<file path="src/rtl/uart_pkg.sv">
// Shared types and helpers for the UART receive path.
// Holds the RX FSM state encoding, byte width and the baud divisor function.
package uart_pkg;

  localparam int BYTE_W = 8;

  typedef enum logic [2:0] {
    IDLE,
    START,
    DATA,
    PARITY,
    STOP
  } rx_state_t;

  function automatic int uart_div(input int clk_freq, input int baud);
    return clk_freq / baud;
  endfunction

endpackage

</file>
<file path="src/rtl/uart_byte_fifo.sv">
// Synchronous first-word-fall-through FIFO; pop_data shows the head with no read latency.
// A push into a full FIFO succeeds only alongside a pop; a pop while empty is ignored.
module uart_byte_fifo #(
  parameter int WIDTH = 8,
  parameter int DEPTH = 16
) (
  input  logic                     clk,
  input  logic                     rst,
  input  logic                     push,
  input  logic [WIDTH-1:0]         push_data,
  input  logic                     pop,
  output logic [WIDTH-1:0]         pop_data,
  output logic                     full,
  output logic                     empty,
  output logic [$clog2(DEPTH):0]   count
);

  localparam int AW = $clog2(DEPTH);
  localparam logic [AW:0] FULL_CNT = (AW+1)'(DEPTH);

  logic [WIDTH-1:0] mem [DEPTH];
  logic [AW-1:0]    wr_ptr;
  logic [AW-1:0]    rd_ptr;
  logic             push_ok;
  logic             pop_ok;

  assign empty    = (count == '0);
  assign full     = (count == FULL_CNT);
  assign pop_ok   = pop & ~empty;
  assign push_ok  = push & (~full | pop);
  // Gate the head so the port reads zero out of reset without clearing storage.
  assign pop_data = empty ? '0 : mem[rd_ptr];

  always_ff @(posedge clk) begin
    if (push_ok) mem[wr_ptr] <= push_data;
  end

  always_ff @(posedge clk or posedge rst) begin
    if (rst) begin
      wr_ptr <= '0;
      rd_ptr <= '0;
      count  <= '0;
    end else begin
      if (push_ok) wr_ptr <= wr_ptr + 1'b1;
      if (pop_ok)  rd_ptr <= rd_ptr + 1'b1;
      case ({push_ok, pop_ok})
        2'b10:   count <= count + 1'b1;
        2'b01:   count <= count - 1'b1;
        default: count <= count;
      endcase
    end
  end

endmodule

</file>
<file path="src/rtl/uart_rx_path.sv">
// UART receive path: 2-flop sync, 8N1 deframer, FWFT byte FIFO; push 9.5 bit times + 2 cycles after the start edge.
// No backpressure on the line: a byte arriving at a full FIFO is dropped and flags overrun. UART_RX_PARITY_EN selects 8E1.
module uart_rx_path
  import uart_pkg::*;
#(
  parameter int CLK_FREQ   = 50000000,
  parameter int BAUD       = 115200,
  parameter int FIFO_DEPTH = 16
) (
  input  logic                          clk,
  input  logic                          rst,
  input  logic                          rx_pin,
  input  logic                          rd_en,
  output logic [BYTE_W-1:0]             rd_data,
  output logic                          empty,
  output logic                          full,
  output logic [$clog2(FIFO_DEPTH):0]   count,
  output logic                          overrun,
  output logic                          frame_err,
`ifdef UART_RX_PARITY_EN
  output logic                          parity_err,
`endif
  input  logic                          clr_err
);

  localparam int DIV   = uart_div(CLK_FREQ, BAUD);
  localparam int HALF  = DIV / 2;
  localparam int CNT_W = $clog2(DIV);
  localparam logic [CNT_W-1:0] DIV_LAST  = CNT_W'(DIV - 1);
  localparam logic [CNT_W-1:0] HALF_LAST = CNT_W'(HALF - 1);

  logic [1:0]        sync_q;
  logic              rx_s;
  rx_state_t         state_q, state_d;
  logic [CNT_W-1:0]  cnt_q, cnt_d;
  logic [2:0]        bit_q, bit_d;
  logic [BYTE_W-1:0] shift_q, shift_d;
  logic              push;
  logic              set_fe;
`ifdef UART_RX_PARITY_EN
  logic              par_bad_q, par_bad_d;
  logic              set_pe;
`endif

  assign rx_s = sync_q[1];

  always_ff @(posedge clk or posedge rst) begin
    if (rst) sync_q <= 2'b11;
    else     sync_q <= {sync_q[0], rx_pin};
  end

  always_ff @(posedge clk or posedge rst) begin
    if (rst) begin
      state_q   <= IDLE;
      cnt_q     <= '0;
      bit_q     <= '0;
      shift_q   <= '0;
`ifdef UART_RX_PARITY_EN
      par_bad_q <= 1'b0;
`endif
    end else begin
      state_q   <= state_d;
      cnt_q     <= cnt_d;
      bit_q     <= bit_d;
      shift_q   <= shift_d;
`ifdef UART_RX_PARITY_EN
      par_bad_q <= par_bad_d;
`endif
    end
  end

  always_comb begin
    state_d = state_q;
    cnt_d   = cnt_q + 1'b1;
    bit_d   = bit_q;
    shift_d = shift_q;
    push    = 1'b0;
    set_fe  = 1'b0;
`ifdef UART_RX_PARITY_EN
    par_bad_d = par_bad_q;
    set_pe    = 1'b0;
`endif
    case (state_q)
      IDLE: begin
        cnt_d = '0;
        if (!rx_s) state_d = START;
      end
      START: begin
        // Mid-start-bit recheck rejects short glitches on the line.
        if (cnt_q == HALF_LAST) begin
          cnt_d = '0;
          bit_d = '0;
          state_d = rx_s ? IDLE : DATA;
        end
      end
      DATA: begin
        if (cnt_q == DIV_LAST) begin
          cnt_d   = '0;
          shift_d = {rx_s, shift_q[BYTE_W-1:1]};
          bit_d   = bit_q + 3'd1;
          if (bit_q == 3'd7) begin
`ifdef UART_RX_PARITY_EN
            state_d = PARITY;
`else
            state_d = STOP;
`endif
          end
        end
      end
`ifdef UART_RX_PARITY_EN
      PARITY: begin
        if (cnt_q == DIV_LAST) begin
          cnt_d     = '0;
          par_bad_d = rx_s ^ (^shift_q);
          state_d   = STOP;
        end
      end
`endif
      STOP: begin
        if (cnt_q == DIV_LAST) begin
          cnt_d   = '0;
          state_d = IDLE;
`ifdef UART_RX_PARITY_EN
          if (!rx_s)          set_fe = 1'b1;
          else if (par_bad_q) set_pe = 1'b1;
          else                push   = 1'b1;
`else
          if (rx_s) push   = 1'b1;
          else      set_fe = 1'b1;
`endif
        end
      end
      default: begin
        cnt_d   = '0;
        state_d = IDLE;
      end
    endcase
  end

  // Set beats clear when both land in the same cycle.
  always_ff @(posedge clk or posedge rst) begin
    if (rst) begin
      overrun    <= 1'b0;
      frame_err  <= 1'b0;
`ifdef UART_RX_PARITY_EN
      parity_err <= 1'b0;
`endif
    end else begin
      overrun    <= (push & full & ~rd_en) | (overrun & ~clr_err);
      frame_err  <= set_fe | (frame_err & ~clr_err);
`ifdef UART_RX_PARITY_EN
      parity_err <= set_pe | (parity_err & ~clr_err);
`endif
    end
  end

  uart_byte_fifo #(
    .WIDTH (BYTE_W),
    .DEPTH (FIFO_DEPTH)
  ) u_fifo (
    .clk       (clk),
    .rst       (rst),
    .push      (push),
    .push_data (shift_q),
    .pop       (rd_en),
    .pop_data  (rd_data),
    .full      (full),
    .empty     (empty),
    .count     (count)
  );

endmodule

</file>
<file path="config.mk">
export PLATFORM = sky130hd
export DESIGN_NAME = uart_rx_path
export DESIGN_NICKNAME = d
export VERILOG_FILES = /design/src/rtl/uart_pkg.sv /design/src/rtl/uart_byte_fifo.sv /design/src/rtl/uart_rx_path.sv
export SDC_FILE = /design/constraint.sdc
export NUM_CORES = 1
export LEC_CHECK = 0
export ABC_AREA = 1
export ABC_CLOCK_PERIOD_IN_PS = 2800
export CAP_MARGIN = 20
export CORE_ASPECT_RATIO = 0.8
export CORE_UTILIZATION = 60
export DETAILED_ROUTE_END_ITERATION = 8
export PLACE_DENSITY = 0.79
export SLEW_MARGIN = 20
export SYNTH_ARGS = -nofsm -noshare
export SYNTH_HDL_FRONTEND = slang
export SYNTH_SLANG_ARGS = --single-unit
</file>
<file path="constraint.sdc">
create_clock -name clk -period 2.8 [get_ports clk]
set_input_delay 0.56 -clock clk [delete_from_list [all_inputs] [get_ports clk]]
set_output_delay 0.56 -clock clk [all_outputs]
set_load 0.005 [all_outputs]
</file>
# After elaboration in Yosys (flattened, before gate mapping)
# Memories as Yosys holds them, arrays and structs flattened.
# Cells that the tools add are included.
[word_totals] input_bits=5 n_memories=1 output_inout_bits=17 mem_bits_rw=128 reg_bits=40 wordCells=75
[memory_table] memory="u_fifo.mem" words=16 width=8 read_ports=1 rd_ports_with_merged_regs=0 write_ports=1 line="uart_byte_fifo.sv:21" source="logic [WIDTH-1:0] mem [DEPTH];"
[op_classes] eq_ne=14 bitwise_logic=13 n_reduce_logical=8 n_mux=23 add_sub_neg=6
[op_table] op="3-bit two-way mux" count=7
[op_table] op="9-bit two-way mux" count=2
[op_table] op="9-bit one-hot mux with 2 select lines" count=1
[op_table] op="3-bit one-hot mux with 4 select lines" count=1
[op_table] op="2-bit != test (second input constant)" count=5
[op_table] op="5-bit one-hot mux with 2 select lines" count=1
[op_table] op="9-bit by 1-bit adder with 9-bit output (second input constant)" count=1
[op_table] op="9-bit by 8-bit == test with 1-bit output (second input constant)" count=1
[op_table] op="9-bit == test (second input constant)" count=1
[op_table] op="4-bit by 1-bit adder with 4-bit output (second input constant)" count=2
[op_table] op="1-bit two-way mux" count=8
[op_table] op="8-bit two-way mux" count=1
[op_table] op="1-bit bitwise AND" count=6
[op_table] op="3-bit == test (second input constant)" count=2
[op_table] op="3-bit one-hot mux with 2 select lines" count=1
[op_table] op="5-bit by 1-bit adder with 5-bit output (second input constant)" count=1
[op_table] op="5-bit == test (second input constant)" count=1
[op_table] op="5-bit logical NOT" count=1
[op_table] op="5-bit AND reduction" count=1
[op_table] op="5-bit by 1-bit subtractor with 5-bit output (second input constant)" count=1
[op_table] op="1-bit inverter" count=4
[op_table] op="2-bit nonzero test" count=2
[op_table] op="3-bit by 1-bit adder with 3-bit output (second input constant)" count=1
[op_table] op="3-bit by 1-bit == test with 1-bit output (second input constant)" count=1
[op_table] op="9 further kinds" count=11

# Depth between registers and ports, before layout
# Gate-level depths: netlist of run 1.
[depth] depth_word=6 mapped_depth=19 mapped_depth_nobuf=18

# Hierarchy
# A second synthesis of run 1 with hierarchy kept.
[unflattened] hier_cells=707 area_unflattened_um2=7527.2
[by_module_without_submodules] module="uart_byte_fifo" cells_each=542 n_inst=1 area_each_um2=6104.6
[by_module_without_submodules] module="uart_rx_path" cells_each=165 n_inst=1 area_each_um2=1422.6

# Worst setup path before layout of run 1
# OpenSTA, ideal clock, no wires.
[synth_timing] kind="register to register" start="register cnt_q[1]" end="register u_fifo.count[4]" n_path_buf=1 setup_ns=0.126 slack_ns=0.285 stages_incl_launch_ff=20 t_required_ns=2.674 arrival_time_ns=2.389 cell_sequence="dfrtp_1 -> inv_1 -> ha_1 -> nand2_1 -> nor2_1 -> nand2_2 -> nor3_4 -> nand2_4 -> buf_6 -> ha_1 -> xor2_1 -> ha_1 -> inv_1 -> nand2_1 -> nand3_1 -> nand2_1 -> nand2_1 -> nand2_1 -> nand2_1 -> o21ai_0"
[synth_via] elab_chain_len=6 word_cells_on_any_way=8 classes_between="3 x eq/ne; 3 x mux; 1 x bitwise; 1 x reduce/logical"
[synth_lines] item="from (decl)" line="uart_rx_path.sv:35" source="logic [CNT_W-1:0] cnt_q, cnt_d;"
[synth_lines] item="from (signal assigned)" line="uart_rx_path.sv:63" source="cnt_q <= cnt_d;"
[synth_lines] item="9-bit == test *" line="uart_rx_path.sv:120" source="if (cnt_q == DIV_LAST) begin"
[synth_lines] item="1-bit two-way mux *" line="uart_rx_path.sv:120"
[synth_lines] item="1-bit two-way mux *" line="uart_rx_path.sv:83" source="case (state_q)"
[synth_lines] item="1-bit bitwise AND *" line="uart_byte_fifo.sv:30" source="assign push_ok = push & (~full | pop);"
[synth_lines] item="2-bit by 1-bit == test with 1-bit output / 2-bit == test (equally long branches)" line="uart_byte_fifo.sv:46" source="case ({push_ok, pop_ok})"
[synth_lines] item="5-bit one-hot mux with 2 select lines / 2-bit nonzero test (equally long branches)"
[synth_lines] item="to (signal assigned)" line="uart_byte_fifo.sv:47" source="2'b10: count <= count + 1'b1;"
[synth_lines] item="to (signal assigned)" line="uart_byte_fifo.sv:48" source="2'b01: count <= count - 1'b1;"
[synth_lines] item="to (signal assigned)" line="uart_byte_fifo.sv:49" source="default: count <= count;"
[synth_lines] item="to (decl)" line="uart_byte_fifo.sv:15" source="output logic [$clog2(DEPTH):0] count"
# Mark *: on every way between the ends. The rest lies on a longest branch, timed or not.
# A chain may end at the register's enable or synchronous reset.

# Final worst setup path of run 1
[layout_timing] start="register u_fifo.rd_ptr[0]" end="output port rd_data[0]"
[layout_via] elab_chain_len=2
[layout_lines] item="from (decl)" line="uart_byte_fifo.sv:23" source="logic [AW-1:0] rd_ptr;"
[layout_lines] item="from (signal assigned)" line="uart_byte_fifo.sv:45" source="if (pop_ok) rd_ptr <= rd_ptr + 1'b1;"
[layout_lines] item="memory read 16 x 8 bit"
[layout_lines] item="8-bit two-way mux" line="uart_byte_fifo.sv:32" source="assign pop_data = empty ? '0 : mem[rd_ptr];"
[layout_lines] item="to (decl)" line="uart_rx_path.sv:14" source="output logic [BYTE_W-1:0] rd_data,"
# No other way between the ends.

==> impl_table.tex, run 1 <==
\begin{tabular}{lr}
\hline
Metric & Value \\
\hline
\multicolumn{2}{l}{\textbf{Status}} \\
\quad Status & finished clean \\
\multicolumn{2}{l}{\textbf{Floorplanning}} \\
\quad Area of the die & 0.0126 sq mm \\
\quad Initial Util & 62.4\% \\
\quad Vertical die dimension & 101 um \\
\quad Number of core rows & 35 \\
\quad Core footprint & around 0.012 sq mm \\
\quad Top-level port count & 22 \\
\quad Die width & 125 um \\
\multicolumn{2}{l}{\textbf{Critical path}} \\
\quad Critical-path cell list & buf\_4, buf\_12, nand2\_1, nand3\_1, nand3\_1, nand2\_1, nand2\_1, a21oi\_2, dlygate4sd2\_1 \\
\quad Maximum cell stage delay along the critical path & 460 ps \\
\quad Slack of the worst reg-to-reg path & 210 ps \\
\quad Depth of the worst register-to-register path & 17 \\
\quad Critical path type & register to output pin \\
\quad CP Max Fanout & 33 \\
\quad CP max stage cell & sky130\_fd\_sc\_hd\_\_dfrtp\_2 \\
\quad Startpoint type of the worst setup path & register \\
\quad WP data arrival & 2180 ps \\
\quad Most Frequent Cell on Critical Path & sky130\_fd\_sc\_hd\_\_nand2\_1 \\
\quad Required arrival time at the worst endpoint & 2240 ps \\
\quad Worst R2R End & u\_fifo.count[4] \\
\quad Critical path endpoint category & output pin \\
\quad Critical register-to-register path startpoint & cnt\_q[1] \\
\multicolumn{2}{l}{\textbf{Power}} \\
\quad Pwr dens & 871 mW/mm\^{}2 \\
\quad Leakage & roughly 0.0037 uW \\
\quad VDD IR max & 0.000461 V \\
\multicolumn{2}{l}{\textbf{Layout}} \\
\quad Register area & 0.00485 sq mm \\
\quad Post-synthesis to final-layout area growth & 17.4\% \\
\quad Total non-filler cell area in the finished layout & $\sim$0.0086 sq mm \\
\quad Count of inserted antenna diode cells & 0 \\
\quad Fillcell total & 751 \\
\quad Fin cells & 909 \\
\quad Number of nets in the finished design & 767 \\
\quad Share of cells above drive strength 1 & slightly above 10\% \\
\quad Multi-input combinational cell area & roughly 0.0022 sq mm \\
\multicolumn{2}{l}{\textbf{Placement}} \\
\quad Dpl hpwl & between 10 and 15 mm \\
\quad Port bufs & 21 \\
\quad GP Congestion & 0.860 \\
\quad Cell count after placement & 872 \\
\quad Post-DP Area & 0.00783 sq mm \\
\multicolumn{2}{l}{\textbf{Synthesis}} \\
\quad Synth top cells by count & sky130\_fd\_sc\_hd\_\_nand2\_1 (235), sky130\_fd\_sc\_hd\_\_edfxtp\_1 (128), sky130\_fd\_sc\_hd\_\_nand3\_1 (115) \\
\quad Most common flop cell mapped by yosys & sky130\_fd\_sc\_hd\_\_edfxtp\_1 \\
\quad Post-synth EDFFs & 128 \\
\quad Gate count after technology mapping & 700 \\
\quad Mean post-synth cell area & 10.4 sq um \\
\quad Portion of the post-synthesis area used by sequential elements & 66.4\% \\
\quad Syn Nets & $\sim$720 \\
\quad Proportion of netlist area held by the largest area contributor & 52.6\% \\
\quad Post-synthesis async set-or-reset flop share & 23.8\% \\
\quad Most common cell in the netlist & sky130\_fd\_sc\_hd\_\_nand2\_1 \\
\quad Synthesized flop and latch total & 168 \\
\quad Cell accounting for the most synthesized area & sky130\_fd\_sc\_hd\_\_edfxtp\_1 \\
\quad Top area cells in the synthesized netlist & sky130\_fd\_sc\_hd\_\_edfxtp\_1 (53\%), sky130\_fd\_sc\_hd\_\_dfrtp\_1 (13\%), sky130\_fd\_sc\_hd\_\_nand2\_1 (12\%) \\
\quad Synthesis warning total & 0 \\
\quad Post-synth design cell area & 0.00730 sq mm \\
\quad Count of cell types in the netlist & 29 \\
\multicolumn{2}{l}{\textbf{Global route}} \\
\quad Number of antenna violations at the first check in global routing & 0 \\
\quad Via count of the first global-routing pass & 5324 \\
\quad Global routing usage summed across all routing layers & 29.8\% \\
\quad Maximum number of pins on one net before global-route repair & 41 \\
\quad Wire length of the first global-routing pass & 27.6 mm \\
\quad Total grt overflow & 0 \\
\multicolumn{2}{l}{\textbf{Clock network}} \\
\quad Maximum number of buffers from clock root to sink & 2 \\
\quad Total of hold buffers inserted after clock tree synthesis & 0 \\
\quad Clock H-tree levels & 4 \\
\quad Clock input transition at the sequential cells of the worst setup and hold paths & 70 ps \\
\quad Clock latency reported for the late side of the worst-skew pair & 430 ps \\
\quad Clock buffers created by TritonCTS & 17 \\
\quad Clock tree from TritonCTS & built \\
\quad Number of sinks on the clock net & 168 \\
\quad Root buffer cell & sky130\_fd\_sc\_hd\_\_clkbuf\_16 \\
\multicolumn{2}{l}{\textbf{Min path}} \\
\quad Worst hold-check path type & register to register \\
\quad Critical hold path startpoint & sync\_q[0] \\
\quad Cell depth of the worst hold path & 0 \\
\quad Hold-critical path endpoint & sync\_q[1] \\
\multicolumn{2}{l}{\textbf{STA}} \\
\quad Sum of negative setup slack & 0 ps \\
\quad Worst slew margin relative to its limit & 49.6\% \\
\quad Worst-Margin Slew & 756 ps \\
\quad Shortest clock period the worst path allows after layout & 2740 ps \\
\quad Worst clock skew & roughly 15 ps \\
\quad Final setup viols & 0 \\
\quad Final hold viol count & 0 \\
\quad Max frequency & 365 MHz \\
\quad Setup repair after global routing missed its margin & yes \\
\quad Fin crit share & a little over nine tenths \\
\quad Number of slew-limit violations in the final report & 0 \\
\multicolumn{2}{l}{\textbf{Routing}} \\
\quad Initial DRC count & 632 \\
\quad WL per Instance & 19.0 um \\
\quad Count of unresolved DRC violations after routing & 0 \\
\quad Mean number of vias per cell & 5.93 \\
\quad Total number of vias & between 5000 and 6000 \\
\quad Post-detailed-routing wire length & 17.3 mm \\
\quad Post-DRT Antenna Nets & 0 \\
\quad Detailed Routing Iterations Pass 1 & 5 \\
\multicolumn{2}{l}{\textbf{Flow run}} \\
\quad Max Cap Viol & 0 \\
\hline
\end{tabular}
-- flip-flops by register name (all words and copies together) (netlist names) --
signal         count
bit_q              3
cnt_q              9
frame_err          1
overrun            1
shift_q            8
state_q            3
sync_q             2
u_fifo.count       5
u_fifo.mem       128
u_fifo.rd_ptr      4
u_fifo.wr_ptr      4
-- cell type report --
cell class                 count  area share (%)
clock buffer                  17            4.96
timing repair buffer          55            6.71
sequential                   168            56.6
multi-input combinational    461            25.7
tap                          148            2.16
clock inverter                15            1.84
inverter                      45            2.03
-- layout by cell type (no fill, tap or decap), types with 2 or more instances in the layout --
cell                              netlist  layout
sky130_fd_sc_hd__clkdlybuf4s50_1        0      13
sky130_fd_sc_hd__inv_6                  0       2
sky130_fd_sc_hd__clkinv_1               1       7
sky130_fd_sc_hd__nor3_1                20      20
sky130_fd_sc_hd__inv_1                 43      42
sky130_fd_sc_hd__dlygate4sd2_1          0       8
sky130_fd_sc_hd__a21oi_1               11       7
sky130_fd_sc_hd__nand2_1              235     234
sky130_fd_sc_hd__bufbuf_16              0       2
sky130_fd_sc_hd__xor2_1                 7       7
sky130_fd_sc_hd__a21oi_2                0       4
sky130_fd_sc_hd__nor2_1                26      26
sky130_fd_sc_hd__buf_4                  0      27
sky130_fd_sc_hd__dfstp_2                2       2
sky130_fd_sc_hd__nand4_1                2       2
sky130_fd_sc_hd__buf_12                 0       4
sky130_fd_sc_hd__nor2_2                 2       2
sky130_fd_sc_hd__nand2_2                2       3
sky130_fd_sc_hd__nand3_1              115     115
sky130_fd_sc_hd__edfxtp_1             128     128
sky130_fd_sc_hd__clkbuf_16              0      17
sky130_fd_sc_hd__nand3b_1               3       3
sky130_fd_sc_hd__ha_1                  14      12
sky130_fd_sc_hd__bufinv_16              0       3
sky130_fd_sc_hd__o21ai_0               14      14
sky130_fd_sc_hd__xnor2_1                4       4
sky130_fd_sc_hd__clkinvlp_4             0       3
sky130_fd_sc_hd__dfrtp_1               38      37
-- logic make-up (layout without fill, tap and decap cells) --
| kind of cell | count (synthesis) | after routing | synth area share, % |
|---|---|---|---|
| and+or+nand+nor | 408 | 408 | 24.0 |
| adders and majority gates | 14 | 14 | 2.40 |
| buffers and inverters | 71 | 132 | 3.82 |
| DFF | 168 | 168 | 66.4 |
| xor gates and xnor gates | 11 | 11 | 1.32 |
| AOI/OAI and AO/OA | 28 | 28 | 2.04 |
-- per-layer routing --
layer / track usage, % / up-vias / part of all wire [%]
met4: 11.7 / 0 / 2.9
li1: - / 2467 / -
met3: 8.01 / 52 / 9.3
met1: 38.4 / 2583 / 39
met2: 48.9 / 291 / 48
met5: 0 / - / 0
-- worst max-delay path, delay by kind of cell (launching register included) --
family          cells  cell delay [ps]
simple gates        5              520
flops               1              460
buf+inv             3              590
compound gates      1              170
-- report_power, final --
part | internal, uW | switching (uW)
combinational | 924 | 1370
clock | 1390 | 947
sequential | 2720 | 118
total | 5030 | 2430
-- worst max-delay path by stage --
| stage | from | to | depth (start not counted) |
|---|---|---|---|
| 4_1_cts | u_fifo.rd_ptr[0] | rd_data[4] | 9 |
| 3_3_place_gp | rd_en | u_fifo.count[4] | 15 |
| 3_5_place_dp | rd_en | u_fifo.count[4] | 13 |
| 2_1_floorplan | cnt_q[1] | u_fifo.count[4] | 19 |
| 6_report | u_fifo.rd_ptr[0] | rd_data[0] | 9 |
| 5_1_grt | cnt_q[1] | u_fifo.count[4] | 17 |
-- timing repair --
action / CTS / global route
endpoints found under the hold margin: 0 / 0
buffers inserted: 1 / 1
gates resized for setup: 18 / 3
pin swaps: 2 / 0
endpoints found under the setup margin: 8 / 6
cloned: 3 / 0
-- through the flow --
step           worst slack [ps]  util, %  total power, uW  hold WS (ps)
6_report                   60.1     73.3             7470           356
5_1_grt                   -54.0     73.3             7760           360
4_1_cts                     131     73.1             7370           356
3_5_place_dp               57.1     67.0             4830           347
3_3_place_gp                252     67.0             4770           346
2_1_floorplan               285        -             4030           345
Power figures use the tool's default switching activity.
==> run 2: changes to the inputs <==
--- a/config.mk
+++ b/config.mk
@@ -10,6 +10,7 @@
 export CAP_MARGIN = 20
 export CORE_ASPECT_RATIO = 0.8
 export CORE_UTILIZATION = 60
+export CTS_CLUSTER_DIAMETER = 100
 export DETAILED_ROUTE_END_ITERATION = 8
 export PLACE_DENSITY = 0.79
 export SLEW_MARGIN = 20
==> results of run 2 <==
Final layout, timing and power as in run 1 (identical DEF).
==> run 3: changes to the inputs <==
--- a/config.mk
+++ b/config.mk
@@ -10,6 +10,7 @@
 export CAP_MARGIN = 20
 export CORE_ASPECT_RATIO = 0.8
 export CORE_UTILIZATION = 60
+export CTS_BUF_LIST = sky130_fd_sc_hd__clkbuf_4 sky130_fd_sc_hd__clkbuf_8
 export CTS_CLUSTER_DIAMETER = 100
 export DETAILED_ROUTE_END_ITERATION = 8
 export PLACE_DENSITY = 0.79
==> impl_table.tex, run 3 (same netlist as run 1, synthesis figures left out) <==
\begin{tabular}{lr}
\hline
Metric & Value \\
\hline
\multicolumn{2}{l}{\textbf{Placement}} \\
\quad Port bufs & 21 \\
\quad Setup slack at placement & 57.1 ps \\
\quad GP Congestion & 0.860 \\
\quad Dpl hpwl & between 10 and 15 mm \\
\multicolumn{2}{l}{\textbf{STA}} \\
\quad Number of slew-limit violations in the final report & 0 \\
\quad Final hold slack & 359 ps \\
\quad Worst slew margin relative to its limit & 50.0\% \\
\quad Final setup viols & 0 \\
\quad Max frequency & 365 MHz \\
\quad Shortest clock period the worst path allows after layout & 2740 ps \\
\quad Smallest setup slack after layout & 59.8 ps \\
\quad Worst clock skew & 14.8 ps \\
\quad Worst-Margin Slew & roughly 750 ps \\
\quad Sum of negative setup slack & 0 ps \\
\quad Final hold viol count & 0 \\
\quad Fin crit share & 97.9\% \\
\multicolumn{2}{l}{\textbf{Power}} \\
\quad Net Switching & 2410 uW \\
\quad Clock network fraction of design power & 24.6\% \\
\quad VDD IR max & 0.000451 V \\
\quad Switching power share of the total & 34.3\% \\
\quad Part of the power in registers & around 40\% \\
\quad Part of the power in combinational logic & 35.0\% \\
\quad Cell internal pwr & around 4600 uW \\
\quad Pwr dens & slightly above 800 mW/mm\^{}2 \\
\quad Leakage & 0.00367 uW \\
\quad Total design power & 7040 uW \\
\multicolumn{2}{l}{\textbf{Layout}} \\
\quad Count of inserted antenna diode cells & 0 \\
\quad Number of nets in the finished design & 778 \\
\quad Most common library cell in the layout ignoring fill and taps & sky130\_fd\_sc\_hd\_\_nand2\_1 \\
\quad Biggest regs & u\_fifo.mem x128, cnt\_q x9, shift\_q x8 \\
\quad Post-synthesis to final-layout area growth & 16.8\% \\
\quad Share of cells above drive strength 1 & approximately an eighth \\
\quad Most frequent cells in the layout & sky130\_fd\_sc\_hd\_\_nand2\_1 (235), sky130\_fd\_sc\_hd\_\_edfxtp\_1 (128), sky130\_fd\_sc\_hd\_\_nand3\_1 (115) \\
\quad Fillcell total & 727 \\
\quad Max reg flops & around 130 \\
\quad Register with the highest flop count & u\_fifo.mem \\
\multicolumn{2}{l}{\textbf{Critical path}} \\
\quad Depth of the worst register-to-register path & 15 \\
\quad Startpoint type of the worst setup path & register \\
\quad Required arrival time at the worst endpoint & 2240 ps \\
\quad Critical path type & register to output pin \\
\quad WP data arrival & 2180 ps \\
\quad CP max stage cell & sky130\_fd\_sc\_hd\_\_dfrtp\_2 \\
\quad Critical path endpoint category & output pin \\
\quad Most Frequent Cell on Critical Path & sky130\_fd\_sc\_hd\_\_nand2\_1 \\
\quad CP Max Fanout & 10 \\
\quad Maximum cell stage delay along the critical path & around 470 ps \\
\quad Critical-path cell list & clkinv\_4, buf\_6, clkbuf\_16, nand2\_1, nand3\_1, nand3\_1, nand2\_1, nand2\_1, a21oi\_1, dlygate4sd2\_1 \\
\multicolumn{2}{l}{\textbf{Floorplanning}} \\
\quad Top-level port count & 22 \\
\quad Area of the die & 0.0126 sq mm \\
\quad Die width & 125 um \\
\quad Vertical die dimension & a little over 100 um \\
\quad Initial Util & 62.4\% \\
\quad Number of core rows & 35 \\
\quad Core footprint & about 0.012 sq mm \\
\multicolumn{2}{l}{\textbf{Global route}} \\
\quad Wire length of the first global-routing pass & 27.2 mm \\
\quad Total grt overflow & 0 \\
\quad Global routing usage summed across all routing layers & 29.1\% \\
\quad Global-route track usage on met1 & between 30\% and 40\% \\
\quad Fraction of met2 tracks used by global routing & between 40 and 50\% \\
\quad Top Usage Layer GRT & met2 \\
\quad Via count of the first global-routing pass & approximately 5200 \\
\quad Number of antenna violations at the first check in global routing & 0 \\
\quad Maximum number of pins on one net before global-route repair & 41 \\
\quad Global routing met3 resource utilization & 6.90\% \\
\multicolumn{2}{l}{\textbf{Routing}} \\
\quad Total number of vias & 5447 \\
\quad Post-DRT Antenna Nets & 0 \\
\quad Post-detailed-routing wire length & 17.8 mm \\
\quad Initial DRC count & approximately 630 \\
\quad Detailed Routing Iterations Pass 1 & 6 \\
\quad Count of unresolved DRC violations after routing & 0 \\
\quad Mean number of vias per cell & about 5.9 \\
\quad WL per Instance & 19.3 um \\
\multicolumn{2}{l}{\textbf{Clock network}} \\
\quad Clock buffers created by TritonCTS & 17 \\
\quad Maximum number of buffers from clock root to sink & 2 \\
\quad Clock latency reported for the late side of the worst-skew pair & around 450 ps \\
\quad Clock H-tree levels & 4 \\
\quad Clock input transition at the sequential cells of the worst setup and hold paths & 90 ps \\
\quad Number of sinks on the clock net & approximately 170 \\
\quad Root buffer cell & sky130\_fd\_sc\_hd\_\_clkbuf\_8 \\
\quad Total of hold buffers inserted after clock tree synthesis & 0 \\
\quad Clock tree from TritonCTS & built \\
\multicolumn{2}{l}{\textbf{Flow run}} \\
\quad Max Cap Viol & 0 \\
\multicolumn{2}{l}{\textbf{Min path}} \\
\quad Cell depth of the worst hold path & 0 \\
\quad Worst hold-check path type & register to register \\
\multicolumn{2}{l}{\textbf{Status}} \\
\quad Status & finished clean \\
\hline
\end{tabular}
## run 3: what timing repair did
action | 4_1_cts | 5_1_grt
buffers inserted | 1 | 9
gates cloned | 3 | 3
pin swaps | 0 | 2
gates resized for setup | 17 | 8
endpoints found under the setup margin | 8 | 4
## run 3: power by group through the flow
stage | registers, uW | logic [uW] | clock network, uW
final | 2840 | 2470 | 1730
after CTS | 2830 | 2190 | 1730
after global routing | 2850 | 2640 | 1860
after floorplan | 2830 | 1210 | 0
after global placement | 2870 | 1900 | 0
after detailed placement | 2870 | 1960 | 0
## run 3: final cells by class
type,count,area (sq um),share of cell area (%)
well taps,148,185,2.17
flip-flops and latches,168,4850,56.8
multi-input cells,461,2210,25.9
clock buffers,17,234,2.74
inverters,45,178,2.08
clock inverters,15,158,1.85
repair buffers,66,714,8.38
## run 3: worst max-delay path, delay by kind of cell (launching register included)
kind                   cells  cell delay [ps]
buffers and inverters      4              660
AND/OR/NAND/NOR            5              420
AO/OA/AOI/OAI              1              160
flip-flops                 1              470
## run 3: through the flow
step | area (sq um) | std cells | utilization, %
CTS | 8350 | 908 | 71.4
global placement | 7830 | 872 | 67.0
floorplan | 7300 | 700 | -
global route | 8530 | 920 | 72.9
finish | 8530 | 920 | 72.9
detailed placement | 7830 | 872 | 67.0
## run 3: per-layer routing
metal,routed length [um],vias to the layer above,share of wire (%)
met5,0,-,0
met4,455,0,2.6
met3,1720,48,9.7
met2,8630,335,49
met1,6940,2579,39
li1,-,2485,-
## run 3: final timing paths
kind | from | to | slack [ps]
max | u_fifo.rd_ptr[0] | rd_data[0] | 60
min | sync_q[0] | sync_q[1] | 360
max reg2reg | cnt_q[0] | u_fifo.count[4] | 220
min reg2reg | sync_q[0] | sync_q[1] | 360
max in group asynchronous | rst | sync_q[1] | 1880
min in group asynchronous | rst | u_fifo.count[1] | 520
